## config.mk

```make
export PLATFORM = sky130hd
export DESIGN_NAME = seq_shift_unit
export DESIGN_NICKNAME = d
export VERILOG_FILES = /design/src/rtl/seq_shift_unit.sv
export SDC_FILE = /design/constraint.sdc
export NUM_CORES = 1
export LEC_CHECK = 0
export BUFFER_PORTS_ARGS = -buffer_cell sky130_fd_sc_hd__buf_2
export CAP_MARGIN = 30
export CORE_UTILIZATION = 52
export DETAILED_ROUTE_END_ITERATION = 7
export PLACE_DENSITY = 0.78
export SYNTH_ARGS = -nofsm -noshare
export SYNTH_HDL_FRONTEND = slang
export SYNTH_SLANG_ARGS = --single-unit
```

## constraint.sdc

```tcl
create_clock -name clk -period 3.1 [get_ports clk]
set_input_delay 0.62 -clock clk [delete_from_list [all_inputs] [get_ports clk]]
set_output_delay 0.62 -clock clk [all_outputs]
set_load 0.01 [all_outputs]
```

## src/rtl/seq_shift_unit.sv

```systemverilog
// ---------------------------------------------------------------------------
// seq_shift_unit
//
// Multi-cycle shift execution unit for the multi-cycle datapath. Takes an
// operand, an R-type funct and the zero-extended shamt word from decode,
// shifts by at most STEP bits per clock and reports completion with a
// one-cycle done pulse.
//
// Handshake: start is sampled only while idle (busy=0). The cycle after an
// accepted start, busy rises and stays high until done has pulsed for one
// cycle; start is ignored (not queued) while busy. result holds its value
// until the next completion; err qualifies the op and is valid only while
// done=1.
//
// Ports:
//   clk        rising-edge clock
//   rst_n      asynchronous active-low reset; aborts any operation in flight
//   start      request, accepted only in IDLE
//   funct      6'b000000 sll, 6'b000010 srl, 6'b000011 sra; others -> err
//   shamt_ext  zero-extended shift amount; only [SHAMT_W-1:0] is used
//   operand    value to shift (rt)
//   busy       high in SHIFT and DONE
//   done       one-cycle completion pulse
//   err        unsupported funct, valid while done=1
//   result     registered result, updated only on entry to DONE
//   state_dbg  current FSM state (0 IDLE, 1 SHIFT, 2 DONE)
// ---------------------------------------------------------------------------
module seq_shift_unit #(
    parameter int WIDTH   = 32,
    parameter int SHAMT_W = 5,
    parameter int STEP    = 4
) (
    input  logic             clk,
    input  logic             rst_n,
    input  logic             start,
    input  logic [5:0]       funct,
    input  logic [31:0]      shamt_ext,
    input  logic [WIDTH-1:0] operand,
    output logic             busy,
    output logic             done,
    output logic             err,
    output logic [WIDTH-1:0] result,
    output logic [1:0]       state_dbg
);

    localparam logic [1:0] IDLE  = 2'd0;
    localparam logic [1:0] SHIFT = 2'd1;
    localparam logic [1:0] DONE  = 2'd2;

    localparam logic [5:0] F_SLL = 6'b000000;
    localparam logic [5:0] F_SRL = 6'b000010;
    localparam logic [5:0] F_SRA = 6'b000011;

    localparam logic [1:0] OP_SLL = 2'd0;
    localparam logic [1:0] OP_SRL = 2'd1;
    localparam logic [1:0] OP_SRA = 2'd2;

    localparam logic [31:0] STEP_C = 32'(STEP);

    logic [1:0]         state;
    logic [WIDTH-1:0]   work;
    logic [SHAMT_W-1:0] rem;
    logic [1:0]         op_q;
    logic               sign_q;
    logic               err_q;
    logic [WIDTH-1:0]   result_q;

    logic [SHAMT_W-1:0] shamt_masked;
    logic               supported;
    logic [1:0]         op_dec;
    logic [31:0]        rem_ext;
    logic [SHAMT_W-1:0] d;
    logic [SHAMT_W-1:0] rem_next;
    logic [WIDTH-1:0]   shr;
    logic [WIDTH-1:0]   fill;
    logic [WIDTH-1:0]   shifted;

    // Upper shamt bits are deliberately ignored by the unit.
    logic unused_shamt_hi;
    assign unused_shamt_hi = ^shamt_ext[31:SHAMT_W];

    assign shamt_masked = shamt_ext[SHAMT_W-1:0];

    always_comb begin
        supported = 1'b1;
        op_dec    = OP_SLL;
        case (funct)
            F_SLL:   op_dec = OP_SLL;
            F_SRL:   op_dec = OP_SRL;
            F_SRA:   op_dec = OP_SRA;
            default: supported = 1'b0;
        endcase
    end

    // Per-cycle distance d = min(rem, STEP). Compared at 32 bits so a STEP
    // wider than the rem field still behaves (d is then always rem).
    assign rem_ext  = 32'(rem);
    assign d        = (rem_ext > STEP_C) ? STEP_C[SHAMT_W-1:0] : rem;
    assign rem_next = rem - d;

    // Arithmetic fill comes from the sign latched at start, not from the
    // current work MSB, so every step matches one full-width sra.
    assign shr  = work >> d;
    assign fill = ~({WIDTH{1'b1}} >> d);

    always_comb begin
        shifted = work << d;
        case (op_q)
            OP_SRL:  shifted = shr;
            OP_SRA:  shifted = sign_q ? (shr | fill) : shr;
            default: shifted = work << d;
        endcase
    end

    always_ff @(posedge clk or negedge rst_n) begin
        if (!rst_n) begin
            state    <= IDLE;
            work     <= '0;
            rem      <= '0;
            op_q     <= OP_SLL;
            sign_q   <= 1'b0;
            err_q    <= 1'b0;
            result_q <= '0;
        end else begin
            case (state)
                IDLE: begin
                    if (start) begin
                        work   <= operand;
                        rem    <= shamt_masked;
                        op_q   <= op_dec;
                        sign_q <= operand[WIDTH-1];
                        if (!supported) begin
                            err_q    <= 1'b1;
                            result_q <= '0;
                            state    <= DONE;
                        end else if (shamt_masked == '0) begin
                            result_q <= operand;
                            state    <= DONE;
                        end else begin
                            state <= SHIFT;
                        end
                    end
                end
                SHIFT: begin
                    work <= shifted;
                    rem  <= rem_next;
                    if (rem_next == '0) begin
                        result_q <= shifted;
                        state    <= DONE;
                    end
                end
                DONE: begin
                    err_q <= 1'b0;
                    state <= IDLE;
                end
                default: state <= IDLE;
            endcase
        end
    end

    assign busy      = (state == SHIFT) || (state == DONE);
    assign done      = (state == DONE);
    assign err       = err_q;
    assign result    = result_q;
    assign state_dbg = state;

endmodule

```

**Word level (Yosys, flattened, before mapping)**

Index checks and enable logic that the tools add are counted.

- Flip-flop bits (word level): 75
- Input bits: 73
- Output and inout port bits: 37
- Word-level logic and storage cells: 59

- Add/subtract/negate cells: 1
- Magnitude comparators: 1
- Equality and inequality tests: 10
- Shift operators: 3
- Mux-type cells: 22
- Bitwise gates (word level): 2
- Reduce and logical (&&, ||, !) cells: 13

Operators with widths:

| cell | count |
|---|---|
| 2-to-1 mux 32 bit | 6 |
| one-hot mux 32 bit (2 select lines) | 3 |
| inverter 32 bit | 1 |
| OR 32 bit | 1 |
| left shift 32 x 5 -> 32 bit | 1 |
| >> shifter 32 x 5 -> 32 bit | 1 |
| >> shifter 32 x 5 -> 32 bit, first input constant | 1 |
| == test 6 x 2 -> 1 bit, second input constant | 2 |
| logical NOT 5 bit | 2 |
| 2-to-1 mux 5 bit | 2 |
| one-hot mux 5 bit (2 select lines) | 1 |
| 2-to-1 mux 2 bit | 4 |
| one-hot mux 2 bit (2 select lines) | 2 |
| logical NOT 6 bit | 1 |
| != test 2 bit, second input constant | 3 |
| AND reduction 2 bit | 3 |
| greater-than comparator 5 x 3 -> 1 bit, second input constant | 1 |
| subtractor 5 bit | 1 |
| == test 2 x 1 -> 1 bit, second input constant | 2 |
| == test 2 bit, second input constant | 2 |
| AND reduction 4 bit | 1 |
| nonzero test 2 bit | 2 |
| 2-to-1 mux 1 bit | 3 |
| != test 3 bit, second input constant | 1 |
| other kinds (5) | 5 |

**Longest topological paths before layout**

- Depth in word-level cells: 9
- Depth in mapped cells: 14
- Gate-level depth less buffers: 9

**Least setup slack after synthesis**

No wires, ideal clock.

- Kind: register to register
- Start: reg rem[1]
- End: reg result_q[24] (netlist: result[24])
- Library setup time: 119 ps
- Data arrival time: 3230 ps
- Data required time: 2981 ps
- Slack: -249 ps
- Cell stages (with the launch flop): 15
- Buffers on the path: 7
- Clock period less this slack: 3349 ps
- Path through: dfrtp_1 buf_2 buf_1 clkbuf_1 buf_1 nand2_1 ha_1 a211o_1 a221oi_1 a31oi_1 and3_1 clkbuf_1 buf_2 buf_2 o21a_1

- Longest elaborated chain between the ends: 9
- Elaborated cells on any way between the ends: 15
- Classes of those cells: 1 x add/sub; 1 x order compare; 1 x eq/ne; 3 x shift; 5 x mux; 2 x bitwise; 2 x reduce/logical

RTL lines:

| element | RTL line | source |
|---|---|---|
| start: declaration | 62 | `logic [SHAMT_W-1:0] rem;` |
| start signal: assignment | 129 | `rem <= shamt_masked;` |
| start signal: assignment | 146 | `rem <= rem_next;` |
| greater-than comparator 5 x 3 -> 1 bit | 98 | `assign d = (rem_ext > STEP_C) ? STEP_C[SHAMT_W-1:0] : rem;` |
| 2-to-1 mux 5 bit | 98 |  |
| >> shifter 32 x 5 -> 32 bit | 104 | `assign fill = ~({WIDTH{1'b1}} >> d);` |
| inverter 32 bit | 104 |  |
| OR 32 bit | 110 | `OP_SRA: shifted = sign_q ? (shr \| fill) : shr;` |
| 2-to-1 mux 32 bit | 110 |  |
| one-hot mux 32 bit (2 select lines) | 108 | `case (op_q)` |
| 2-to-1 mux 32 bit | 147 | `if (rem_next == '0) begin` |
| one-hot mux 32 bit (2 select lines) | 125 | `case (state)` |
| end signal: assignment | 137 | `result_q <= operand;` |
| end signal: assignment | 148 | `result_q <= shifted;` |
| end: declaration | 66 | `logic [WIDTH-1:0] result_q;` |

Several ways; a longest one is shown, not always the timed one. The select of a mux whose other input is x is not followed.
A chain may end at the register's enable or synchronous reset.

**Worst setup path in the final report**

- Start: reg rem[4]
- End: reg work[15]

- Longest elaborated chain between the ends: 8
- Elaborated cells on any way between the ends: 10
- Classes of those cells: 1 x order compare; 3 x shift; 4 x mux; 2 x bitwise

RTL lines:

| element | RTL line | source |
|---|---|---|
| greater-than comparator 5 x 3 -> 1 bit | 98 |  |
| 2-to-1 mux 5 bit (*) | 98 |  |
| >> shifter 32 x 5 -> 32 bit | 104 |  |
| inverter 32 bit | 104 |  |
| OR 32 bit | 110 |  |
| 2-to-1 mux 32 bit | 110 |  |
| one-hot mux 32 bit (2 select lines) (*) | 108 |  |
| one-hot mux 32 bit (2 select lines) (*) | 125 |  |
| end signal: assignment | 128 | `work <= operand;` |
| end signal: assignment | 145 | `work <= shifted;` |
| end: declaration | 61 | `logic [WIDTH-1:0] work;` |

Every way passes the cells marked *; elsewhere a longest branch is shown, timed or not.

==> flow_metrics.tcl <==
set metrics [dict create \
    synth_nets 836 \
    cp_num_buf_inv 3 \
    ant_nets 0 \
    clkTransAtPathRegs_ps 70 \
    post_dp_cell_area_um2 6610 \
    grt_usage_pct 38.3 \
    via_per_inst 6.90 \
    synth_top_family_by_area "compound AO/OA/AOI/OAI gates" \
    vdd_ir_drop_max_uv 518 \
    hold_buffers 0 \
    yosysUniqueCellTypes 66 \
    synthMuxAreaShare_pct 12.6 \
    ys_warn_count 0 \
    numPlacedInstances 944 \
    dr.pass1.iters 6 \
    stdcell_count 961 \
    worst_path_max_delay_cell "a2111oi_0" \
    rsz0062_at_grt "false" \
    slew_headroom_pct 41.3 \
    worstHoldPathType "in2async" \
    critPathKind "reg2reg" \
    port_buffers 82 \
    area_growth_pct 16.7 \
    rrSetupSlack_ps 240 \
    cts-resized-gates 0 \
    fin_crit_sh_pct 92.4 \
    finalHoldViolCount 0 \
    grt_first_pass_wirelength_mm 34.3 \
    wl_per_cell_um 22.8 \
    drc 0 \
    whs_ps 73.6 \
    grt_pass1_vias 6314 \
    setup-tns-final_ps 0 \
    status "finished clean" \
    seq_area_frac_synth_pct 31.4 \
    r2r_cells 8 \
    ios 110 \
    grt_max_degree 76 \
    grt_overflow 0 \
    rows 38 \
    startpoint_type "flop" \
    drive_above_1_share_pct 21.7 \
    insertion_delay_ps 340 \
    cap_violations 0 \
    dp_hpwl_mm 15.3 \
    drtIter0Drc 1020 \
    die_h_um 109 \
    synth_top_area_share_pct 31.4 \
    final_area_um2 6970 \
    cp_data_arrival_time_ps 3090 \
    fin_crit_ps 2860 \
    postCtsSetupBuffers 0 \
    syn_inst 757 \
    synth_xor_xnor_area_share_pct 0 \
    clock_path_buffers 2 \
    routabilityCongestion 1.02 \
    synth_edf_count 0 \
    synthSimpleGateAreaFrac_pct 18.2 \
    slew_violations 0 \
    fmax_mhz 349 \
    crit_chain "buf_4, nor4b_4, buf_4, mux4_2, a2111oi_0, buf_4, a21oi_1, a21o_1" \
    path_max_fanout 30 \
    yosys.area.top_type "dfrtp_1" \
    yosysMostFrequentCell "nand2_1" \
    crit_family "buffers and inverters" \
    nets 895 \
    synth-seq-cells 75 \
    syn-cell-area_um2 5970 \
    die_area_um2 11900 \
    synthFlopType "dfrtp_1" \
    skew_ps 8.00 \
    path_depth 8 \
    wirelength_mm 21.9 \
    antennaDiodeCount 0 \
    p_per_area_nw_per_um2 1030 \
    ys_top_cells_by_count "92 x nand2_1, 75 x a21oi_1, 75 x dfrtp_1" \
    synthAdderAreaFrac_pct 1.26 \
    root_buffer "clkbuf_16" \
    initial_utilization_pct 54.1 \
    cp_common_cell "buf_4" \
    cp.required_ps 3330 \
    finalSetupViolCount 0 \
    avgSynthCellArea_um2 7.89 \
    fp.coreArea_um2 11000 \
    worst_pin_slew_ps 874 \
    clock-sinks 75 \
    end_kind "flop" \
    leakagePower_nw 3.04 \
    die_x_um 109 \
    num_vias 6627 \
    synth-compound-area-share_pct 29.7 \
    synth_area_leaders "dfrtp_1 31%, mux2i_1 6.4%, a21oi_1 6.3%" \
    cts_tree "yes" \
    numCtsBuffers 9 \
    antenna_found_initial 0 \
    max_stage_delay_ps 540 \
    synthArstFlopShare_pct 100 \
    htreeDepth 3 \
]
sequential cells by signal, indices dropped and copies added, names as in the netlist:
name / flops
err: 1
op_q: 2
rem: 5
result: 32
sign_q: 1
state_dbg: 2
work: 32
stage by stage:
stage	setup slack (ps)	utilization (%)	total power, W
2_1_floorplan	5.80	-	0.00448
3_3_place_gp	283	59.9	0.00576
3_5_place_dp	183	59.9	0.00584
4_1_cts	170	62.9	0.00701
5_1_grt	92.8	63.2	0.00756
6_report	236	63.2	0.00718
cells by family after synthesis:
| kind of cell | after synthesis |
|---|---|
| adder cells (fa/ha/maj) | 6 |
| AO/OA/AOI/OAI | 278 |
| other | 1 |
| flip-flops | 75 |
| buffers and inverters | 97 |
| AND/OR/NAND/NOR | 240 |
| multiplexers | 60 |
cell type report:
type | count | area (um2)
multi-input cells | 585 | 3720
inverters | 16 | 60.1
clock buffers | 9 | 225
repair buffers | 129 | 811
well taps | 140 | 175
flip-flops and latches | 75 | 1880
clock inverters | 7 | 98.8
fillers | 1008 | 4060
worst paths after layout:
kind | from | endpoint
min in group clk | result[4] | result[4]
min reg2reg | result[4] | result[4]
min | rst_n | result[10]
max reg2reg | rem[4] | work[15]
max | rem[4] | work[15]
max in group asynchronous | rst_n | result[31]
cell usage in the layout, fill, tap and decap left out, types with 4 or more instances in the layout:
cell and n:
dfrtp_1 75, a21o_1 8, nand2_1 92, a211o_1 4, a22oi_1 25, mux2_2 11, o21ai_0 57, o22ai_1 16
nor3_1 12, buf_2 81, nand3_1 29, ha_1 6, o221ai_1 9, and3_1 8, nor4_1 4, mux2i_1 38
a21oi_1 75, o211ai_1 8, a31oi_1 26, o21a_1 5, inv_1 15, a211oi_1 8, o22a_1 4, mux4_2 11
a221oi_1 7, clkbuf_16 9, buf_4 45, nor2_1 68
power by group:
part / total [W] / internal, W / leakage (nW) / switching, W
Clock: 0.00115 / 0.000711 / 0.156 / 0.000442
Combinational: 0.00388 / 0.00164 / 1.98 / 0.00224
Sequential: 0.00214 / 0.00140 / 0.913 / 0.000738
per-layer routing:
layer | wire, um | GRT usage (%) | up-vias | part of all wire [%]
met5 | 0 | 0 | - | 0
met4 | 908 | 17.2 | 0 | 4.2
met3 | 2520 | 7.11 | 83 | 12
li1 | - | - | 2931 | -
met1 | 8950 | 54.3 | 3134 | 41
met2 | 9490 | 56.7 | 479 | 43
(Power assumes the default switching activity.)
